`src/rtl/hilo_muldiv_pkg.sv`:
```
// Shared definitions for the HI/LO multiply/divide unit: widths, divider
// state encoding and the sign helpers used around the unsigned divider core.
package hilo_muldiv_pkg;

  localparam int HILO_WIDTH = 32;
  localparam int CNT_W      = $clog2(HILO_WIDTH);

  typedef enum logic [1:0] {
    IDLE = 2'd0,
    ITER = 2'd1,
    FIX  = 2'd2
  } div_state_t;

  // Magnitude of an operand; unsigned operations pass the raw value through.
  function automatic logic [HILO_WIDTH-1:0] mag_of(
    input logic [HILO_WIDTH-1:0] value,
    input logic                  signed_op
  );
    mag_of = (signed_op && value[HILO_WIDTH-1]) ? -value : value;
  endfunction

  // Two's-complement negate when the latched sign says the result is negative.
  function automatic logic [HILO_WIDTH-1:0] apply_sign(
    input logic [HILO_WIDTH-1:0] value,
    input logic                  neg
  );
    apply_sign = neg ? -value : value;
  endfunction

endpackage

```
`src/rtl/hilo_muldiv_if.sv`:
```
// Decode/operand bundle between the EX stage and the HI/LO unit, plus the
// unit's stall/busy and architectural HI/LO outputs.
interface hilo_muldiv_if
  import hilo_muldiv_pkg::*;
#(
  parameter int WIDTH = HILO_WIDTH
);

  logic             in_valid;
  logic             flush;
  logic             is_mult;
  logic             is_multu;
  logic             is_div;
  logic             is_divu;
  logic             hi_wen;
  logic             lo_wen;
  logic             hilo_read;
  logic [WIDTH-1:0] src_a;
  logic [WIDTH-1:0] src_b;
  logic             stall;
  logic             busy;
  logic [WIDTH-1:0] hi;
  logic [WIDTH-1:0] lo;

  modport master (
    output in_valid, flush, is_mult, is_multu, is_div, is_divu,
           hi_wen, lo_wen, hilo_read, src_a, src_b,
    input  stall, busy, hi, lo
  );

  modport slave (
    input  in_valid, flush, is_mult, is_multu, is_div, is_divu,
           hi_wen, lo_wen, hilo_read, src_a, src_b,
    output stall, busy, hi, lo
  );

endinterface

```
`src/rtl/hilo_muldiv_div_iter.sv`:
```
// Unsigned restoring radix-2 divider datapath: one quotient bit per step.
// The dividend is shifted out of the quotient register as quotient bits shift in.
module hilo_muldiv_div_iter
  import hilo_muldiv_pkg::*;
#(
  parameter int WIDTH = HILO_WIDTH
) (
  input  logic             clk,
  input  logic             load,
  input  logic             step,
  input  logic [WIDTH-1:0] dividend,
  input  logic [WIDTH-1:0] divisor,
  output logic [WIDTH-1:0] quotient,
  output logic [WIDTH-1:0] remainder
);

  logic [WIDTH-1:0] rem;
  logic [WIDTH-1:0] quo;
  logic [WIDTH-1:0] dvs;
  logic [WIDTH:0]   trial;

  // Extra top bit of trial is the borrow: clear means the subtract fits.
  assign trial = {rem, quo[WIDTH-1]} - {1'b0, dvs};

  always_ff @(posedge clk) begin
    if (load) begin
      rem <= '0;
      quo <= dividend;
      dvs <= divisor;
    end else if (step) begin
      if (!trial[WIDTH]) begin
        rem <= trial[WIDTH-1:0];
        quo <= {quo[WIDTH-2:0], 1'b1};
      end else begin
        rem <= {rem[WIDTH-2:0], quo[WIDTH-1]};
        quo <= {quo[WIDTH-2:0], 1'b0};
      end
    end
  end

  assign quotient  = quo;
  assign remainder = rem;

endmodule

```
`src/rtl/hilo_muldiv.sv`:
```
// Execute-stage HI/LO unit: single-cycle multiply, MTHI/MTLO, and a 33-cycle
// iterative divide that stalls dependent HI/LO instructions while in flight.
module hilo_muldiv
  import hilo_muldiv_pkg::*;
#(
  parameter int WIDTH = HILO_WIDTH
) (
  input  logic          clk,
  input  logic          reset,
  hilo_muldiv_if.slave  bus
);

  div_state_t       state;
  logic             busy_reg;
  logic [CNT_W-1:0] count;
  logic             q_neg;
  logic             r_neg;
  logic [WIDTH-1:0] hi_reg;
  logic [WIDTH-1:0] lo_reg;

  logic             any_hilo;
  logic             stall;
  logic             req;
  logic             div_op;
  logic             mul_op;
  logic             div_go;
  logic             mul_go;
  logic             hi_go;
  logic             lo_go;
  logic [WIDTH-1:0] a_mag;
  logic [WIDTH-1:0] b_mag;
  logic [WIDTH-1:0] quotient;
  logic [WIDTH-1:0] remainder;

  logic signed [2*WIDTH-1:0] mul_a;
  logic signed [2*WIDTH-1:0] mul_b;
  logic signed [2*WIDTH-1:0] mul_p;

  assign any_hilo = bus.is_mult | bus.is_multu | bus.is_div | bus.is_divu |
                    bus.hi_wen | bus.lo_wen | bus.hilo_read;

  // busy_reg is only ever set while the divider is out of IDLE, so no stall in IDLE.
  assign stall = busy_reg & bus.in_valid & any_hilo;
  assign req   = bus.in_valid & ~bus.flush & ~stall;

  assign div_op = bus.is_div | bus.is_divu;
  assign mul_op = bus.is_mult | bus.is_multu;

  assign div_go = req & div_op & (state == IDLE) & (bus.src_b != '0);
  assign mul_go = req & ~div_op & mul_op;
  assign hi_go  = req & ~div_op & ~mul_op & bus.hi_wen;
  assign lo_go  = req & ~div_op & ~mul_op & bus.lo_wen;

  // Divide by zero is still consumed by div_op above, it just never starts.
  assign a_mag = mag_of(bus.src_a, bus.is_div);
  assign b_mag = mag_of(bus.src_b, bus.is_div);

  // Extending to the full product width makes the truncated product exact
  // for both signed and unsigned operands.
  assign mul_a = {{WIDTH{bus.is_mult & bus.src_a[WIDTH-1]}}, bus.src_a};
  assign mul_b = {{WIDTH{bus.is_mult & bus.src_b[WIDTH-1]}}, bus.src_b};
  assign mul_p = mul_a * mul_b;

  hilo_muldiv_div_iter #(
    .WIDTH (WIDTH)
  ) u_div_iter (
    .clk       (clk),
    .load      (div_go),
    .step      (state == ITER),
    .dividend  (a_mag),
    .divisor   (b_mag),
    .quotient  (quotient),
    .remainder (remainder)
  );

  always_ff @(posedge clk) begin
    if (reset) begin
      state    <= IDLE;
      busy_reg <= 1'b0;
      count    <= '0;
      q_neg    <= 1'b0;
      r_neg    <= 1'b0;
      hi_reg   <= '0;
      lo_reg   <= '0;
    end else begin
      unique case (state)
        IDLE: begin
          if (div_go) begin
            state    <= ITER;
            busy_reg <= 1'b1;
            count    <= CNT_W'(WIDTH - 1);
            q_neg    <= bus.is_div & (bus.src_a[WIDTH-1] ^ bus.src_b[WIDTH-1]);
            r_neg    <= bus.is_div & bus.src_a[WIDTH-1];
          end
          if (mul_go) begin
            hi_reg <= mul_p[2*WIDTH-1:WIDTH];
            lo_reg <= mul_p[WIDTH-1:0];
          end
          if (hi_go) hi_reg <= bus.src_a;
          if (lo_go) lo_reg <= bus.src_a;
        end
        ITER: begin
          count <= count - 1'b1;
          if (count == '0) state <= FIX;
        end
        FIX: begin
          lo_reg   <= apply_sign(quotient, q_neg);
          hi_reg   <= apply_sign(remainder, r_neg);
          busy_reg <= 1'b0;
          state    <= IDLE;
        end
        default: begin
          state    <= IDLE;
          busy_reg <= 1'b0;
        end
      endcase
    end
  end

  assign bus.stall = stall;
  assign bus.busy  = busy_reg;
  assign bus.hi    = hi_reg;
  assign bus.lo    = lo_reg;

endmodule

```
`src/flat_wrapper.sv`:
```
// flat-port wrapper written by rule: the top's interface ports become plain ports
module hilo_muldiv_flat import hilo_muldiv_pkg::*;
#(
  parameter int WIDTH = HILO_WIDTH
)
  (clk, reset, bus_in_valid, bus_flush, bus_is_mult, bus_is_multu, bus_is_div, bus_is_divu, bus_hi_wen, bus_lo_wen, bus_hilo_read, bus_src_a, bus_src_b, bus_stall, bus_busy, bus_hi, bus_lo);
  hilo_muldiv_if #(.WIDTH(WIDTH)) bus_i ();
  input  logic clk;
  input  logic reset;
  input wire logic [$bits(bus_i.in_valid)-1:0] bus_in_valid;
  input wire logic [$bits(bus_i.flush)-1:0] bus_flush;
  input wire logic [$bits(bus_i.is_mult)-1:0] bus_is_mult;
  input wire logic [$bits(bus_i.is_multu)-1:0] bus_is_multu;
  input wire logic [$bits(bus_i.is_div)-1:0] bus_is_div;
  input wire logic [$bits(bus_i.is_divu)-1:0] bus_is_divu;
  input wire logic [$bits(bus_i.hi_wen)-1:0] bus_hi_wen;
  input wire logic [$bits(bus_i.lo_wen)-1:0] bus_lo_wen;
  input wire logic [$bits(bus_i.hilo_read)-1:0] bus_hilo_read;
  input wire logic [$bits(bus_i.src_a)-1:0] bus_src_a;
  input wire logic [$bits(bus_i.src_b)-1:0] bus_src_b;
  output wire logic [$bits(bus_i.stall)-1:0] bus_stall;
  output wire logic [$bits(bus_i.busy)-1:0] bus_busy;
  output wire logic [$bits(bus_i.hi)-1:0] bus_hi;
  output wire logic [$bits(bus_i.lo)-1:0] bus_lo;
  assign bus_i.in_valid = bus_in_valid;
  assign bus_i.flush = bus_flush;
  assign bus_i.is_mult = bus_is_mult;
  assign bus_i.is_multu = bus_is_multu;
  assign bus_i.is_div = bus_is_div;
  assign bus_i.is_divu = bus_is_divu;
  assign bus_i.hi_wen = bus_hi_wen;
  assign bus_i.lo_wen = bus_lo_wen;
  assign bus_i.hilo_read = bus_hilo_read;
  assign bus_i.src_a = bus_src_a;
  assign bus_i.src_b = bus_src_b;
  assign bus_stall = bus_i.stall;
  assign bus_busy = bus_i.busy;
  assign bus_hi = bus_i.hi;
  assign bus_lo = bus_i.lo;
  hilo_muldiv #(.WIDTH(WIDTH)) u_core (.clk(clk), .reset(reset), .bus(bus_i));
endmodule
```
`config.mk`:
```
export PLATFORM = sky130hd
export DESIGN_NAME = hilo_muldiv_flat
export DESIGN_NICKNAME = d
export VERILOG_FILES = /design/src/rtl/hilo_muldiv_pkg.sv /design/src/rtl/hilo_muldiv_if.sv /design/src/rtl/hilo_muldiv_div_iter.sv /design/src/rtl/hilo_muldiv.sv /design/src/flat_wrapper.sv
export SDC_FILE = /design/constraint.sdc
export NUM_CORES = 2
export LEC_CHECK = 0
export CORE_UTILIZATION = 45
export CTS_CLUSTER_DIAMETER = 150
export DETAILED_ROUTE_END_ITERATION = 12
export MAX_ROUTING_LAYER = met4
export SLEW_MARGIN = 20
export SYNTH_ARGS = -nofsm -noshare
export SYNTH_HDL_FRONTEND = slang
export SYNTH_HIERARCHICAL = 1
export SYNTH_SLANG_ARGS = --single-unit
```
`constraint.sdc`:
```
create_clock -name clk -period 27.5 [get_ports clk]
set_input_delay 5.5 -clock clk [delete_from_list [all_inputs] [get_ports clk]]
set_output_delay 5.5 -clock clk [all_outputs]
set_load 0.005 [all_outputs]
```
==> impl_metrics.toml <==
[status]
status = "finished, final reports clean"

[floorplan]
die_x_um = 336
rows = 122
ios = 141
start_util_pct = 45.4
core_area_um2 = 111000
fp.dieArea_um2 = 113000
die_y_um = 336

[grt]
grt_max_degree = 76
grt_usage_pct = 29.9
grt_pass1_wl_mm = 248
grt_pass1_vias = 41100
grt_busiest_layer = "met2"
met3_usage_pct = 4.51
gr-total-overflow = 0
use_met2_pct = 46.1
use_met1_pct = 40.4
antenna_found_initial = 13

[detailed_routing]
first_iter_violations = 3410
drtAntennaViolNets = 0
post_drt_wl_per_cell_um = 22.3
drc = 0
drt_wl_total_mm = 159
vias = 39500
drt_first_pass_iters = 5
vias_per_cell = 5.54

[synthesis]
seq_area_frac_synth_pct = 8.03
synthTopCellsByArea = "fa_1 45%, inv_1 8.8%, nand2_1 6.9%"
yosys_warnings = 6
synth_edf_count = 64
synth-seq-cells = 170
ys.flop_type = "dfxtp_1"
async_flop_share_pct = 0
syn-cell-area_um2 = 50300
yosys.area.top_type = "fa_1"
synthCells = 5737
synth_cell_types = 89
synth_top_cell_area_share_pct = 44.8
avgSynthCellArea_um2 = 8.77
synth_nets = 7189

[clock_tree]
cts_hold_buffers = 0
cts_tree = "yes"
post_cts.repair.setup_buffers = 0
clock_latency_ps = 480
cts_resized = 0
htreeDepth = 4
clock-sinks = 170
clock_path_buffers = 2
cts-root-buf = "clkbuf_16"
cts_buffers = 17
clk_pin_slew_ps = 80

[place]
place.gp.congestion = 0.937
place.detailed.hpwl_mm = 119
port_buffers = 140

[timing]
max_freq_ghz = 0.0687
fin_skew_ps = 19.9
finalSetupViolations = 0
finalHoldViolCount = 0
finalMaxSlewViolations = 0
period_share_pct = 52.9
tightestPinTransition_ps = 1130
grt_setup_unrepaired = "no"
fin_crit_ps = 14560
max_slew_margin_pct = 22.4
tns_ps = 0

[worst_setup_path]
critPathMaxFanout = 24
worstPathBufferInverterCount = 9
startpoint_type = "primary input"
cp.required_ps = 27890
crit_type = "in -> reg"
worst_path_most_repeated_cell = "fa_1"
arrival_ps = 14950
reg2reg_to = "u_core/u_div_iter/remainder[29]$_SDFFE_PP0P_"
setup.worst_path.end_class = "flip-flop"
slowest_stage = "fa_1"
reg2regPathDepth = 11
crit_family = "adder cells"
critPathMaxStageDelay_ps = 890
rr_startpoint = "u_core/u_div_iter/quotient[31]$_DFFE_PP_"
r2r_slack_ps = 23960

[layout]
drive_above_1_share_pct = 4.21
final_nets = 7070
final_cell_mix = "1183 x inv_1, 1126 x fa_1, 926 x nand2_1"
fillers = 10800
area_growth_syn_to_layout_pct = 6.01
final_common_cell = "inv_1"

[min_path]
holdPathStages = 2
hold-path-endpoint = "u_core/bus.lo[3]$_SDFFE_PP0P_"
hp-start = "u_core/bus.lo[3]$_SDFFE_PP0P_"
hp-class = "reg -> reg"

[job]
drv_cap = 0
[how the worst max path moves through the flow]
stage	start	to	slack [ps]	cells past startpoint
after floorplan	bus_src_a[31]	u_core/bus.hi[22]$_SDFFE_PP0P_	14150	30
after global placement	bus_is_mult	u_core/bus.hi[30]$_SDFFE_PP0P_	12620	29
after detailed placement	bus_is_mult	u_core/bus.hi[30]$_SDFFE_PP0P_	12530	29
after CTS	bus_is_mult	u_core/bus.hi[30]$_SDFFE_PP0P_	13010	29
after global routing	bus_is_mult	u_core/bus.hi[30]$_SDFFE_PP0P_	12330	29
final	bus_is_mult	u_core/bus.hi[30]$_SDFFE_PP0P_	12940	29
[cell families (layout without fill, tap and decap cells)]
family / count (synthesis) / in the layout / share of synthesized area [%]
and+or+nand+nor: 1743 / 1743 / 16.1
AOI/OAI and AO/OA: 644 / 644 / 8.66
xor gates and xnor gates: 204 / 204 / 3.56
other: 0 / 5 / 0
adders and majority gates: 1377 / 1377 / 51.0
DFF: 170 / 170 / 8.03
muxes: 46 / 46 / 0.994
buffers and inverters: 1553 / 1447 / 11.6
[final cells by class]
| type | instances | area [µm²] | area share [%] |
|---|---|---|---|
| sequential | 170 | 4040 | 7.58 |
| multi-input combinational | 4014 | 40500 | 75.9 |
| inverter | 1185 | 4450 | 8.34 |
| timing repair buffer | 230 | 1890 | 3.55 |
| tap | 1488 | 1860 | 3.49 |
| antenna | 5 | 12.5 | 0.0235 |
| clock buffer | 22 | 539 | 1.01 |
| clock inverter | 10 | 72.6 | 0.136 |
[tightest hold or removal path, delay by kind of cell, from the launching register on]
family,cells,cell delay (ps)
AOI/OAI and AO/OA,1,50
DFF,1,310
and+or+nand+nor,1,50
[cells in the mapped netlist (all sizes together) (5+ instances only)]
cell type and number:
a2111oi 7, a211oi 19, a21boi 5, a21o 44, a21oi 187, a221oi 10
a22oi 11, a311oi 28, a31oi 18, a32o 7, and2 340, and3 42
buf 59, clkbuf 309, dfxtp 106, edfxtp 64, fa 1126, ha 251
inv 1183, mux2 32, mux2i 14, nand2 927, nand2b 22, nand3 58
nand3b 8, nand4 18, nor2 195, nor2b 13, nor3 42, nor3b 5
nor4 24, nor4b 5, o211ai 53, o21a 18, o21ai 114, o21bai 21
o22ai 9, o31a 6, o31ai 31, o41ai 15, or2 10, or3 12
or4 14, xnor2 126, xor2 78
[metal layers]
layer	up-vias	share of wire, %
li1	17200	-
met1	20500	43
met2	1564	45
met3	241	8.1
met4	0	3.5
met5	-	0
[stage by stage]
step,instance area [µm²],util [%],worst slack (ps),cells,hold WS (ps)
final,53400,48.1,12940,7124,453
after global routing,53300,48.1,12330,7122,474
after CTS,53300,48.1,13010,7119,455
after detailed placement,52700,47.6,12530,7087,446
after global placement,52700,47.6,12620,7087,444
after floorplan,50300,-,14150,5737,438
Power is not shown: default switching activity piles up to over one toggle a cycle in this logic, so the estimate is an artifact.
